`config.mk`:
```
export PLATFORM = sky130hd
export DESIGN_NAME = truth_table_lut
export DESIGN_NICKNAME = d
export VERILOG_FILES = /design/src/rtl/truth_table_lut.sv
export SDC_FILE = /design/constraint.sdc
export NUM_CORES = 1
export LEC_CHECK = 0
export ABC_AREA = 0
export CORE_MARGIN = 1.5
export CORE_UTILIZATION = 47
export DETAILED_ROUTE_END_ITERATION = 10
export PLACE_DENSITY_LB_ADDON = 0.25
export SYNTH_ARGS = -nofsm -noshare
export SYNTH_HDL_FRONTEND = slang
export SYNTH_SLANG_ARGS = --single-unit
```
`constraint.sdc`:
```
create_clock -name clk -period 1.3 [get_ports clk]
set_clock_uncertainty 0.05 [all_clocks]
set_input_delay 0.13 -clock clk [delete_from_list [all_inputs] [get_ports clk]]
set_output_delay 0.13 -clock clk [all_outputs]
set_load 0.005 [all_outputs]
```
`src/rtl/truth_table_lut.sv`:
```
// Runtime-programmable N-input truth-table evaluator: valid/ready evaluation
// stream plus a serial, MSB-first table load port with abort and versioning.
module truth_table_lut #(
   parameter int unsigned N_IN = 3,
   localparam int unsigned TT_BITS = 2**N_IN,
   parameter logic [TT_BITS-1:0] INIT_TABLE = TT_BITS'(8'hE2)
) (
   input  logic            clk,
   input  logic            rst_n,
   input  logic            in_valid,
   output logic            in_ready,
   input  logic [N_IN-1:0] in_vec,
   output logic            out_valid,
   input  logic            out_ready,
   output logic            out_bit,
   input  logic            cfg_valid,
   output logic            cfg_ready,
   input  logic            cfg_bit,
   input  logic            cfg_abort,
   output logic            cfg_busy,
   output logic [7:0]      tbl_version
);

   localparam int unsigned CW = $clog2(TT_BITS) + 1;

   typedef enum logic [1:0] {
      IDLE   = 2'd0,
      SHIFT  = 2'd1,
      COMMIT = 2'd2
   } state_t;

   state_t              state_q, state_d;
   logic [CW-1:0]       cnt_q, cnt_d;
   logic [TT_BITS-1:0]  shadow_q, shadow_d;
   logic [TT_BITS-1:0]  table_q, table_d;
   logic [7:0]          ver_d;

   // Evaluation never waits on the config port.
   assign in_ready  = !out_valid || out_ready;
   assign cfg_ready = (state_q != COMMIT);
   assign cfg_busy  = (state_q != IDLE);

   always_ff @(posedge clk or negedge rst_n) begin
      if (!rst_n) begin
         state_q     <= IDLE;
         cnt_q       <= '0;
         shadow_q    <= '0;
         table_q     <= INIT_TABLE;
         tbl_version <= 8'd0;
      end else begin
         state_q     <= state_d;
         cnt_q       <= cnt_d;
         shadow_q    <= shadow_d;
         table_q     <= table_d;
         tbl_version <= ver_d;
      end
   end

   always_comb begin
      state_d  = state_q;
      cnt_d    = cnt_q;
      shadow_d = shadow_q;
      table_d  = table_q;
      ver_d    = tbl_version;
      case (state_q)
         IDLE: begin
            if (cfg_valid) begin
               shadow_d = {shadow_q[TT_BITS-2:0], cfg_bit};
               cnt_d    = CW'(1);
               state_d  = SHIFT;
            end
         end
         SHIFT: begin
            // Abort wins over a bit presented in the same cycle.
            if (cfg_abort) begin
               cnt_d   = '0;
               state_d = IDLE;
            end else if (cfg_valid) begin
               shadow_d = {shadow_q[TT_BITS-2:0], cfg_bit};
               if (cnt_q == CW'(TT_BITS - 1)) begin
                  cnt_d   = '0;
                  state_d = COMMIT;
               end else begin
                  cnt_d = cnt_q + CW'(1);
               end
            end
         end
         COMMIT: begin
            table_d = shadow_q;
            ver_d   = tbl_version + 8'd1;
            state_d = IDLE;
         end
         default: state_d = IDLE;
      endcase
   end

   // Row 0 sits at the MSB, so the bit index is the inverted input vector.
   always_ff @(posedge clk or negedge rst_n) begin
      if (!rst_n) begin
         out_valid <= 1'b0;
         out_bit   <= 1'b0;
      end else if (in_valid && in_ready) begin
         out_valid <= 1'b1;
         out_bit   <= table_q[~in_vec];
      end else if (out_ready) begin
         out_valid <= 1'b0;
      end
   end

endmodule

```
After elaboration in Yosys (flattened, before gate mapping)
Cells that the tools add are included.
{"block": "word_totals", "register_bits": 32, "inputBits": 10, "output_inout_bits": 13}
{"block": "op_classes", "add_sub_neg": 2, "order_cmp": 1, "n_eq_ne": 8, "mux": 17, "bitwise": 1, "n_reduce_logical": 10}
{"operator": "4-bit two-way mux", "count": 4}
{"operator": "8-bit two-way mux", "count": 2}
{"operator": "8-bit one-hot mux with 2 select lines", "count": 1}
{"operator": "8-bit by 1-bit adder with 8-bit output, second input constant", "count": 1}
{"operator": "2-bit two-way mux", "count": 4}
{"operator": "4-bit one-hot mux with 2 select lines", "count": 1}
{"operator": "2-bit inequality test, second input constant", "count": 3}
{"operator": "3-bit inequality test, second input constant", "count": 2}
{"operator": "3-bit AND reduction", "count": 2}
{"operator": "2-bit nonzero test", "count": 3}
{"operator": "4-bit by 1-bit adder with 4-bit output, second input constant", "count": 1}
{"operator": "4-bit by 3-bit equality test with 1-bit output, second input constant", "count": 1}
{"operator": "3-bit by 4-bit < comparator with 1-bit output, second input constant", "count": 1}
{"operator": "2-bit one-hot mux with 2 select lines", "count": 1}
{"operator": "1-bit binary-select mux with 3-bit select", "count": 1}
{"operator": "1-bit two-way mux", "count": 3}
{"operator": "3-bit inverter", "count": 1}
{"operator": "2-bit by 1-bit equality test with 1-bit output, second input constant", "count": 1}
{"operator": "2-bit equality test, second input constant", "count": 1}
{"operator": "2-bit logical NOT", "count": 1}
{"operator": "2-bit AND reduction", "count": 1}
{"operator": "1-bit logical AND", "count": 1}
{"operator": "1-bit logical NOT", "count": 1}
{"operator": "1-bit logical OR", "count": 1}

Logic depth before layout (Yosys ltp)
Gate-level depths: netlist (run 1).
{"block": "depth", "word_depth": 5, "mapped_depth": 5}

Worst setup path before layout (run 1)
OpenSTA, ideal clock, no wires.
{"block": "synth_path", "path_kind": "reg-to-reg", "startpoint": "register state_q[0]", "endpoint": "register table_q[2]", "setup_time_ps": 125, "arrival_time_ps": 1126, "t_required_ps": 1125, "slack_ps": -1, "path_stages_with_launch": 5, "period_less_slack_ps": 1301, "path_cell_list": "dfrtp_1 > nor2b_1 > buf_2 > buf_2 > mux2_2"}
{"block": "synth_via", "elab_chain_cells": 1}
{"item": "start: declaration", "line_no": "32", "rtl": "state_t state_q, state_d;"}
{"item": "start signal: assignment", "line_no": "51", "rtl": "state_q <= state_d;"}
{"item": "2-bit equality test", "line_no": "65", "rtl": "case (state_q)"}
{"item": "end signal: assignment", "line_no": "54", "rtl": "table_q <= table_d;"}
{"item": "end: declaration", "line_no": "35", "rtl": "logic [TT_BITS-1:0] table_q, table_d;"}
No other way between the ends.
A chain may end at the register's enable or synchronous reset.

Worst setup path in the final report (run 1)
{"block": "layout_path", "startpoint": "register state_q[0]", "endpoint": "register table_q[3]"}
Same word-level chain as after synthesis.

==> impl_metrics.env, run 1 <==
export IMPL_outcome="finished, violations left"
export IMPL_failed_checks="negative setup slack"
export IMPL_rows=20
export IMPL_cts_htree_levels=2
export IMPL_cts_hold_buffers=0
export IMPL_routed_wl_um=3185
export IMPL_die_area_um2=3442
export IMPL_synth_area_um2=1456
export IMPL_wl_met1_um=1328
export IMPL_worst_slack_ps=-81.26
export IMPL_synth_simple_gate_area_frac=0.1134
export IMPL_worstPathRequired_ps=1480
export IMPL_die_w_um=58.67
export IMPL_antenna_found_initial=0
export IMPL_nets=173
export IMPL_top_layer="met4"
export IMPL_route_met2_wl_um=1700
export IMPL_drc=0
export IMPL_track_usage=0.2048
export IMPL_fin_util=0.7213
export IMPL_power_density_nw_per_um2=1066
export IMPL_drtIter0Drc=37
export IMPL_numCtsBuffers=5
export IMPL_hold_viol=0
export IMPL_multi_input_area_um2=787.0
export IMPL_ios=23
export IMPL_netlist_instances=111
export IMPL_numPortBuffers=22
export IMPL_synth_top_area_frac=0.4811
export IMPL_avgSynthCellArea_um2=13.12
export IMPL_antenna_left=0
export IMPL_slew_headroom=0.6684
export IMPL_ir_drop_uv=709.3
export IMPL_yosys_area_share_xor_xnor=0.04210
export IMPL_wire_per_inst_um=16.33
export IMPL_synth_cell_types=36
export IMPL_path_cells="nor2b_2, buf_6, buf_8, mux2_4"
export IMPL_diodes=0
export IMPL_crit_path_end_kind="flop"
export IMPL_synth_fa_ha_area_frac=0.01718
export IMPL_synthArstFlopShare=1.000
export IMPL_clock_path_buffers=2
export IMPL_criticalPathCategory="reg2reg"
export IMPL_synth_compound_area_frac=0.05842
export IMPL_area_growth_pct=48.71
export IMPL_hpwl_um=1825
export IMPL_coreArea_um2=3003
export IMPL_critPathBufInv=2
export IMPL_rsz0062_at_grt="yes"
export IMPL_synthMuxAreaShare=0.1813
export IMPL_hold_ws_ps=85.81
export IMPL_synth_top_family_by_area="multiplexers"
export IMPL_seq_area_um2=807.0
export IMPL_clock_sinks=32
export IMPL_hp_class="in2async"
export IMPL_layout_common_cells="dfrtp_1, mux2_4, buf_4"
export IMPL_synth_edf_count=0
export IMPL_grt_pass1_wl_um=5099
export IMPL_grt_overflow_total=0
export IMPL_p_leak_nw=1.054
export IMPL_cpLargestDelayFamily="flip-flops"
export IMPL_synth_seq_cells=32
export IMPL_ys_seq_area_frac=0.5533
export IMPL_vias=1051
export IMPL_syn_nets=123
export IMPL_drv_cap=0
export IMPL_grt_pass1_vias=1098
export IMPL_layout_commonest_cell="dfrtp_1"
export IMPL_cts_tree="yes"
export IMPL_tightest_slew_ps=495.9
export IMPL_drive_above_1_share=0.4444
export IMPL_fmax_ghz=0.7240
export IMPL_synth_main_ff_cell="dfrtp_1"
export IMPL_synth_area_top_cells="dfrtp_1, mux2_2, dfstp_2, xnor2_1, mux2i_1"
export IMPL_fp_dieH_um=58.67
export IMPL_viasPerCell=5.390
export IMPL_ys_warn_count=0
export IMPL_cp_data_arrival_time_ps=1560
export IMPL_path_max_fanout=5
export IMPL_clkTransAtPathRegs_ps=100
export IMPL_gp_congestion=0.7247
export IMPL_routed_wl_met3_um=102
export IMPL_critPathLaunchType="flop"
export IMPL_yosysTopAreaCell="dfrtp_1"
export IMPL_min_period_ps=1381
export IMPL_nFillCells=206
export IMPL_drt_pass1_iterations=4
export IMPL_clock_latency_ps=340
export IMPL_start_util=0.4850
export IMPL_clock_root_buffer="clkbuf_4"
export IMPL_slowest_stage="dfrtp_1"
export IMPL_cpPeakStageDelay_ps=450
export IMPL_finalSetupViolCount=25
export IMPL_grt_max_degree=33
export IMPL_timing_final_crit_share=1.063
export IMPL_report_final_slew_viol_count=0
report_power, final:
group / leakage (nW) / internal (W) / switching, W / total (W)
registers: 0.406 / 0.00112 / 0.000123 / 0.00124
logic: 0.616 / 0.000307 / 0.000158 / 0.000465
clock network: 0.0326 / 0.000266 / 0.000334 / 0.000600
logic make-up (layout without fill, tap and decap cells):
kind of cell             Yosys count  count (layout)
flip-flops                        32              32
XOR/XNOR                           7               7
AO/OA/AOI/OAI                     13              13
adder cells (fa/ha/maj)            2               2
buffers and inverters              9              59
multiplexers                      23              23
AND/OR/NAND/NOR                   25              26
repair_timing:
action	in CTS	in global routing
pin swaps	5	9
resized for setup	43	27
hold endpoints to repair	0	0
setup buffers	14	3
gates cloned	2	0
endpoints found under the setup margin	35	29
metrics by stage:
stage	TNS, ps	total power [W]	std cells	setup slack, ps	cell area, um2
after floorplan	0	0.001391	111	47.20	1459
after global placement	-2769	0.001515	169	-212.3	1759
after detailed placement	-3448	0.001532	169	-294.2	1759
after CTS	-661.8	0.002154	192	-92.12	2036
after global routing	-2068	0.002408	195	-118.9	2166
final	-1144	0.002308	195	-81.26	2166
final timing paths:
| check | from | endpoint | slack, ps | depth (start not counted) |
|---|---|---|---|---|
| worst max-delay path | state_q[0]$_DFFE_PN0P_ | table_q[3]$_DFFE_PN0N_ | -80 | 4 |
| worst min-delay path | rst_n | cnt_q[1]$_DFFE_PN0P_ | 90 | 2 |
| worst max register to register | state_q[0]$_DFFE_PN0P_ | table_q[3]$_DFFE_PN0N_ | -80 | 4 |
| worst min register to register | out_bit$_DFFE_PN0P_ | out_bit$_DFFE_PN0P_ | 470 | 2 |
| max in group asynchronous | rst_n | table_q[6]$_DFFE_PN1N_ | 870 | 2 |
| min in group clk | in_valid | out_valid$_DFFE_PN0P_ | 330 | 2 |
layout make-up:
cell class	instances	area share
Tap cell	33	0.01906
Timing Repair Buffer	48	0.2126
Inverter	3	0.005199
Multi-Input combinational cell	71	0.3634
Sequential cell	32	0.3726
Clock buffer	8	0.02715
state kept, by name (all words and copies together) (netlist names):
name / count
cnt_q: 4
out_bit: 1
out_valid: 1
shadow_q: 8
state_q: 2
table_q: 8
tbl_version: 8
routing by layer:
layer | track usage | up-vias
li1 | - | 495
met1 | 0.2348 | 530
met2 | 0.3547 | 20
met3 | 0.05495 | 6
met4 | 0.09740 | 0
met5 | 0 | -
cell usage after synthesis, drive strengths merged, types with 2 or more instances:
cell	instances
mux2	17
dfrtp	28
nand2	7
nand4	3
inv	3
nand2b	2
nor2b	3
xnor2	6
dfstp	4
o21ai	4
mux2i	5
a21oi	2
buf	5
ha	2
Note: power is estimated with default switching activity, not from simulation.
==> run 2, diff against run 1 <==
--- a/constraint.sdc
+++ b/constraint.sdc
@@ -4,2 +4,2 @@
 set_output_delay 0.13 -clock clk [all_outputs]
-set_load 0.005 [all_outputs]
+set_load 0.05 [all_outputs]
==> impl_metrics.env, run 2 (same netlist as run 1, synthesis figures left out) <==
export IMPL_final_cells=186
export IMPL_outcome="finished, violations left"
export IMPL_layout_common_cells="dfrtp_1, buf_12, buf_4"
export IMPL_hpwl_um=1864
export IMPL_dp_cells=169
export IMPL_numCtsBuffers=5
export IMPL_ios=23
export IMPL_nets=164
export IMPL_clock_latency_ps=330
export IMPL_clock_path_buffers=2
export IMPL_fp_dieH_um=58.67
export IMPL_stdcell_area_um2=2135
export IMPL_area_growth_pct=46.56
export IMPL_numPortBuffers=22
export IMPL_antenna_found_initial=0
export IMPL_min_period_ps=1423
export IMPL_worst_slack_ps=-122.7
export IMPL_die_area_um2=3442
export IMPL_clkTransAtPathRegs_ps=100
export IMPL_die_w_um=58.67
export IMPL_placed_cell_area_um2=1874
export IMPL_path_cells="buf_6, buf_4, a311o_1, a22o_1"
export IMPL_gp_congestion=0.8322
export IMPL_power_w=0.002270
export IMPL_diodes=0
export IMPL_wire_per_inst_um=16.27
export IMPL_antenna_left=0
export IMPL_cts_htree_levels=2
export IMPL_critPathBufInv=2
export IMPL_path_max_fanout=9
export IMPL_viasPerCell=5.495
export IMPL_cpLargestDelayFamily="compound AO/OA/AOI/OAI gates"
export IMPL_drive_above_1_share=0.5033
export IMPL_track_usage=0.1936
export IMPL_cp_data_arrival_time_ps=1590
export IMPL_grt_max_degree=33
export IMPL_timing_final_crit_share=1.094
export IMPL_power_density_nw_per_um2=1064
export IMPL_criticalPathCategory="reg2reg"
export IMPL_vias=1022
export IMPL_drtIter0Drc=23
export IMPL_hold_viol=0
export IMPL_slew_headroom=0.8305
export IMPL_fmax_ghz=0.7029
export IMPL_grt_pass1_wl_um=4864
export IMPL_crit_path_end_kind="flop"
export IMPL_ir_drop_uv=721.7
export IMPL_rsz0062_at_grt="yes"
export IMPL_regToRegSetupSlack_ps=-120
export IMPL_fin_util=0.7108
export IMPL_critPathLaunchType="flop"
export IMPL_coreArea_um2=3003
export IMPL_worstPathRequired_ps=1470
export IMPL_drt_pass1_iterations=4
export IMPL_cts_tree="yes"
export IMPL_tightest_slew_ps=253.9
export IMPL_cpPeakStageDelay_ps=410
export IMPL_drc=0
export IMPL_drv_cap=0
export IMPL_hp_class="in2async"
export IMPL_layout_commonest_cell="dfrtp_1"
export IMPL_report_final_slew_viol_count=0
export IMPL_failed_checks="negative setup slack"
export IMPL_finalSetupViolCount=13
export IMPL_rows=20
export IMPL_clock_root_buffer="clkbuf_4"
export IMPL_grt_overflow_total=0
export IMPL_start_util=0.4850
export IMPL_grt_pass1_vias=1071
export IMPL_clock_sinks=32
export IMPL_p_leak_nw=0.9538
export IMPL_reg_largest_list="shadow_q: 8 flops, table_q: 8 flops, tbl_version: 8 flops"
export IMPL_nFillCells=217
export IMPL_routed_wl_um=3027
export IMPL_slowest_stage="dfrtp_1"
==> run 2: layout make-up <==
type	instances	area [um2]	area share
Multi-Input combinational cell	71	711.9	0.3335
Sequential cell	32	814.5	0.3816
Inverter	3	11.26	0.005275
Clock buffer	8	58.81	0.02755
Timing Repair Buffer	39	496.7	0.2327
Tap cell	33	41.29	0.01934
==> run 2: routing by layer <==
metal,global-route usage,vias to the layer above,wire [um],part of all wire
met4,0.07792,0,30,0.0099
met1,0.2453,508,1301,0.43
met3,0.06154,4,134,0.044
met2,0.3098,24,1560,0.52
met5,0,-,0,0
li1,-,486,-,-
==> run 2: path summary, 6_finish.rpt <==
| check | cells after the start | from | end |
|---|---|---|---|
| max | 4 | state_q[1]$_DFFE_PN0P_ | cnt_q[3]$_DFFE_PN0P_ |
| min | 2 | rst_n | shadow_q[4]$_DFFE_PN0P_ |
| max reg2reg | 4 | state_q[1]$_DFFE_PN0P_ | cnt_q[3]$_DFFE_PN0P_ |
| min reg2reg | 1 | cnt_q[2]$_DFFE_PN0P_ | cnt_q[2]$_DFFE_PN0P_ |
| max in group asynchronous | 2 | rst_n | table_q[7]$_DFFE_PN1N_ |
| min in group clk | 2 | in_valid | out_valid$_DFFE_PN0P_ |
==> run 2: report_power, final <==
group	switching, W	internal (W)	total, W
combinational	0.000180	0.000263	0.000443
clock	0.000329	0.000267	0.000596
sequential	0.000111	0.00112	0.00123
total	0.000620	0.00165	0.00227
==> run 2: metrics by stage <==
stage	hold WS, ps	setup TNS, ps	setup WS (ps)
floorplan	-215.6	0	41.23
global placement	438.5	-1752	-213.5
detailed placement	445.4	-2317	-266.8
CTS	97.60	-1054	-128.4
global route	107.7	-1917	-172.2
finish	105.1	-937.8	-122.7
==> run 2: timing repair <==
action	CTS	global route
setup buffers	6	2
gates resized for setup	19	14
hold buffers	0	0
setup endpoints to repair	13	28
cloned	0	1
pin swaps	3	6
hold endpoints to repair	0	0
==> run 3, diff against run 2 <==
- CORE_UTILIZATION: 47 -> 39
==> impl_metrics.env, run 3 (same netlist as run 1, synthesis figures left out) <==
export IMPL_outcome="finished, violations left"
export IMPL_failed_checks="negative setup slack"
export IMPL_power_density_nw_per_um2=1083
export IMPL_path_max_fanout=3
export IMPL_numPortBuffers=22
export IMPL_timing_final_crit_share=1.032
export IMPL_vias=1010
export IMPL_p_leak_nw=0.9542
export IMPL_grt_max_degree=33
export IMPL_hold_ws_ps=159.2
export IMPL_die_w_um=64.11
export IMPL_worst_slack_ps=-41.67
export IMPL_worstPathRequired_ps=1120
export IMPL_power_w=0.002348
export IMPL_rows=22
export IMPL_clock_latency_ps=280
export IMPL_diodes=0
export IMPL_layout_common_cells="dfrtp_1, buf_12, buf_4"
export IMPL_hpwl_um=1889
export IMPL_antenna_left=0
export IMPL_route_met2_wl_um=1362
export IMPL_clkTransAtPathRegs_ps=70
export IMPL_min_period_ps=1342
export IMPL_ios=23
export IMPL_gp_congestion=0.8636
export IMPL_clock_root_buffer="clkbuf_8"
export IMPL_fp_dieH_um=64.11
export IMPL_wire_per_inst_um=14.09
export IMPL_clock_sinks=32
export IMPL_rsz0062_at_grt="yes"
export IMPL_numCtsBuffers=5
export IMPL_hold_viol=0
export IMPL_drive_above_1_share=0.5197
export IMPL_slew_headroom=0.8497
export IMPL_grt_overflow_total=0
export IMPL_viasPerCell=5.050
export IMPL_grt_pass1_wl_um=4567
export IMPL_cts_htree_levels=2
export IMPL_grt_pass1_vias=1006
export IMPL_tightest_slew_ps=225.4
export IMPL_routed_wl_met3_um=153
export IMPL_wl_met1_um=1229
export IMPL_critPathLaunchType="flop"
export IMPL_layout_commonest_cell="dfrtp_1"
export IMPL_reg_largest_list="shadow_q: 8 flops, table_q: 8 flops, tbl_version: 8 flops"
export IMPL_clock_path_buffers=2
export IMPL_start_util=0.4008
export IMPL_drv_cap=0
export IMPL_final_cells=200
export IMPL_cts_tree="yes"
export IMPL_routed_wl_um=2818
export IMPL_fmax_ghz=0.7453
export IMPL_hp_class="in2async"
export IMPL_drt_pass1_iterations=4
export IMPL_antenna_found_initial=0
export IMPL_ir_drop_uv=525.0
export IMPL_dp_cells=184
export IMPL_drc=0
export IMPL_report_final_slew_viol_count=0
export IMPL_drtIter0Drc=10
export IMPL_top_layer="met4"
export IMPL_cp_data_arrival_time_ps=1160
export IMPL_crit_path_end_kind="output port"
export IMPL_nets=163
export IMPL_track_usage=0.1494
export IMPL_criticalPathCategory="reg2out"
export IMPL_finalSetupViolCount=7
export IMPL_area_growth_pct=48.88
export IMPL_die_area_um2=4110
export IMPL_coreArea_um2=3633
run 3: cell count changes in the layout (fill, tap and decap cells not counted), sizes merged:
cell    before  now
buf         30   29
clkbuf       8    7
clkinv       0    1
run 3: path summary, 6_finish.rpt:
path / to / slack, ps / depth (start not counted) / from
min in group clk: out_valid$_DFFE_PN0P_ / 390 / 2 / in_valid
hold / removal: tbl_version[7]$_DFFE_PN0N_ / 160 / 2 / rst_n
hold reg to reg: tbl_version[4]$_DFFE_PN0N_ / 460 / 1 / tbl_version[4]$_DFFE_PN0N_
setup / recovery: cfg_busy / -40 / 3 / state_q[1]$_DFFE_PN0P_
max in group asynchronous: table_q[1]$_DFFE_PN1N_ / 790 / 2 / rst_n
setup reg to reg: table_q[2]$_DFFE_PN0N_ / -20 / 4 / state_q[0]$_DFFE_PN0P_
run 3: area by class of cell:
cell class / count / area (um2)
fill: 295 / 1465
sequential: 32 / 814.5
multi-input combinational: 71 / 711.9
timing repair buffer: 38 / 489.2
clock buffer: 7 / 76.32
tap: 48 / 60.06
inverter: 3 / 11.26
clock inverter: 1 / 5.005
run 3: metal layers:
layer  up-vias  global-route usage
li1        477                   -
met1       503              0.1649
met2        24              0.2435
met3         6             0.05810
met4         0             0.08777
met5         -                   0
run 3: repair_timing:
item / 4_1_cts / 5_1_grt
endpoints found under the setup margin: 13 / 26
hold buffers: 0 / 0
pin swaps: 2 / 6
setup buffers: 4 / 3
gates resized for setup: 20 / 10
gates cloned: 0 / 1
run 3: where the power goes:
part	internal (W)	switching, W	leakage [nW]	total (W)
sequential	0.00112	0.0000990	0.397	0.00122
clock	0.000375	0.000339	0.0422	0.000713
combinational	0.000249	0.000164	0.515	0.000413
total	0.00175	0.000602	0.954	0.00235
run 3: worst max-delay path, cell delays in order, from the launching register on:
cell and delay [ps]:
dfrtp_1 400, buf_6 120, or2_4 220, buf_8 150
run 3: metrics by stage:
step | instance area, um2 | setup TNS [ps] | worst slack [ps] | utilization
detailed placement | 1893 | -2098 | -263.1 | 0.5210
global placement | 1893 | -1638 | -214.4 | 0.5210
finish | 2168 | -142.6 | -41.67 | 0.5968
floorplan | 1469 | 0 | 41.23 | -
global route | 2168 | -762.2 | -81.77 | 0.5968
CTS | 2083 | -334.1 | -60.87 | 0.5733
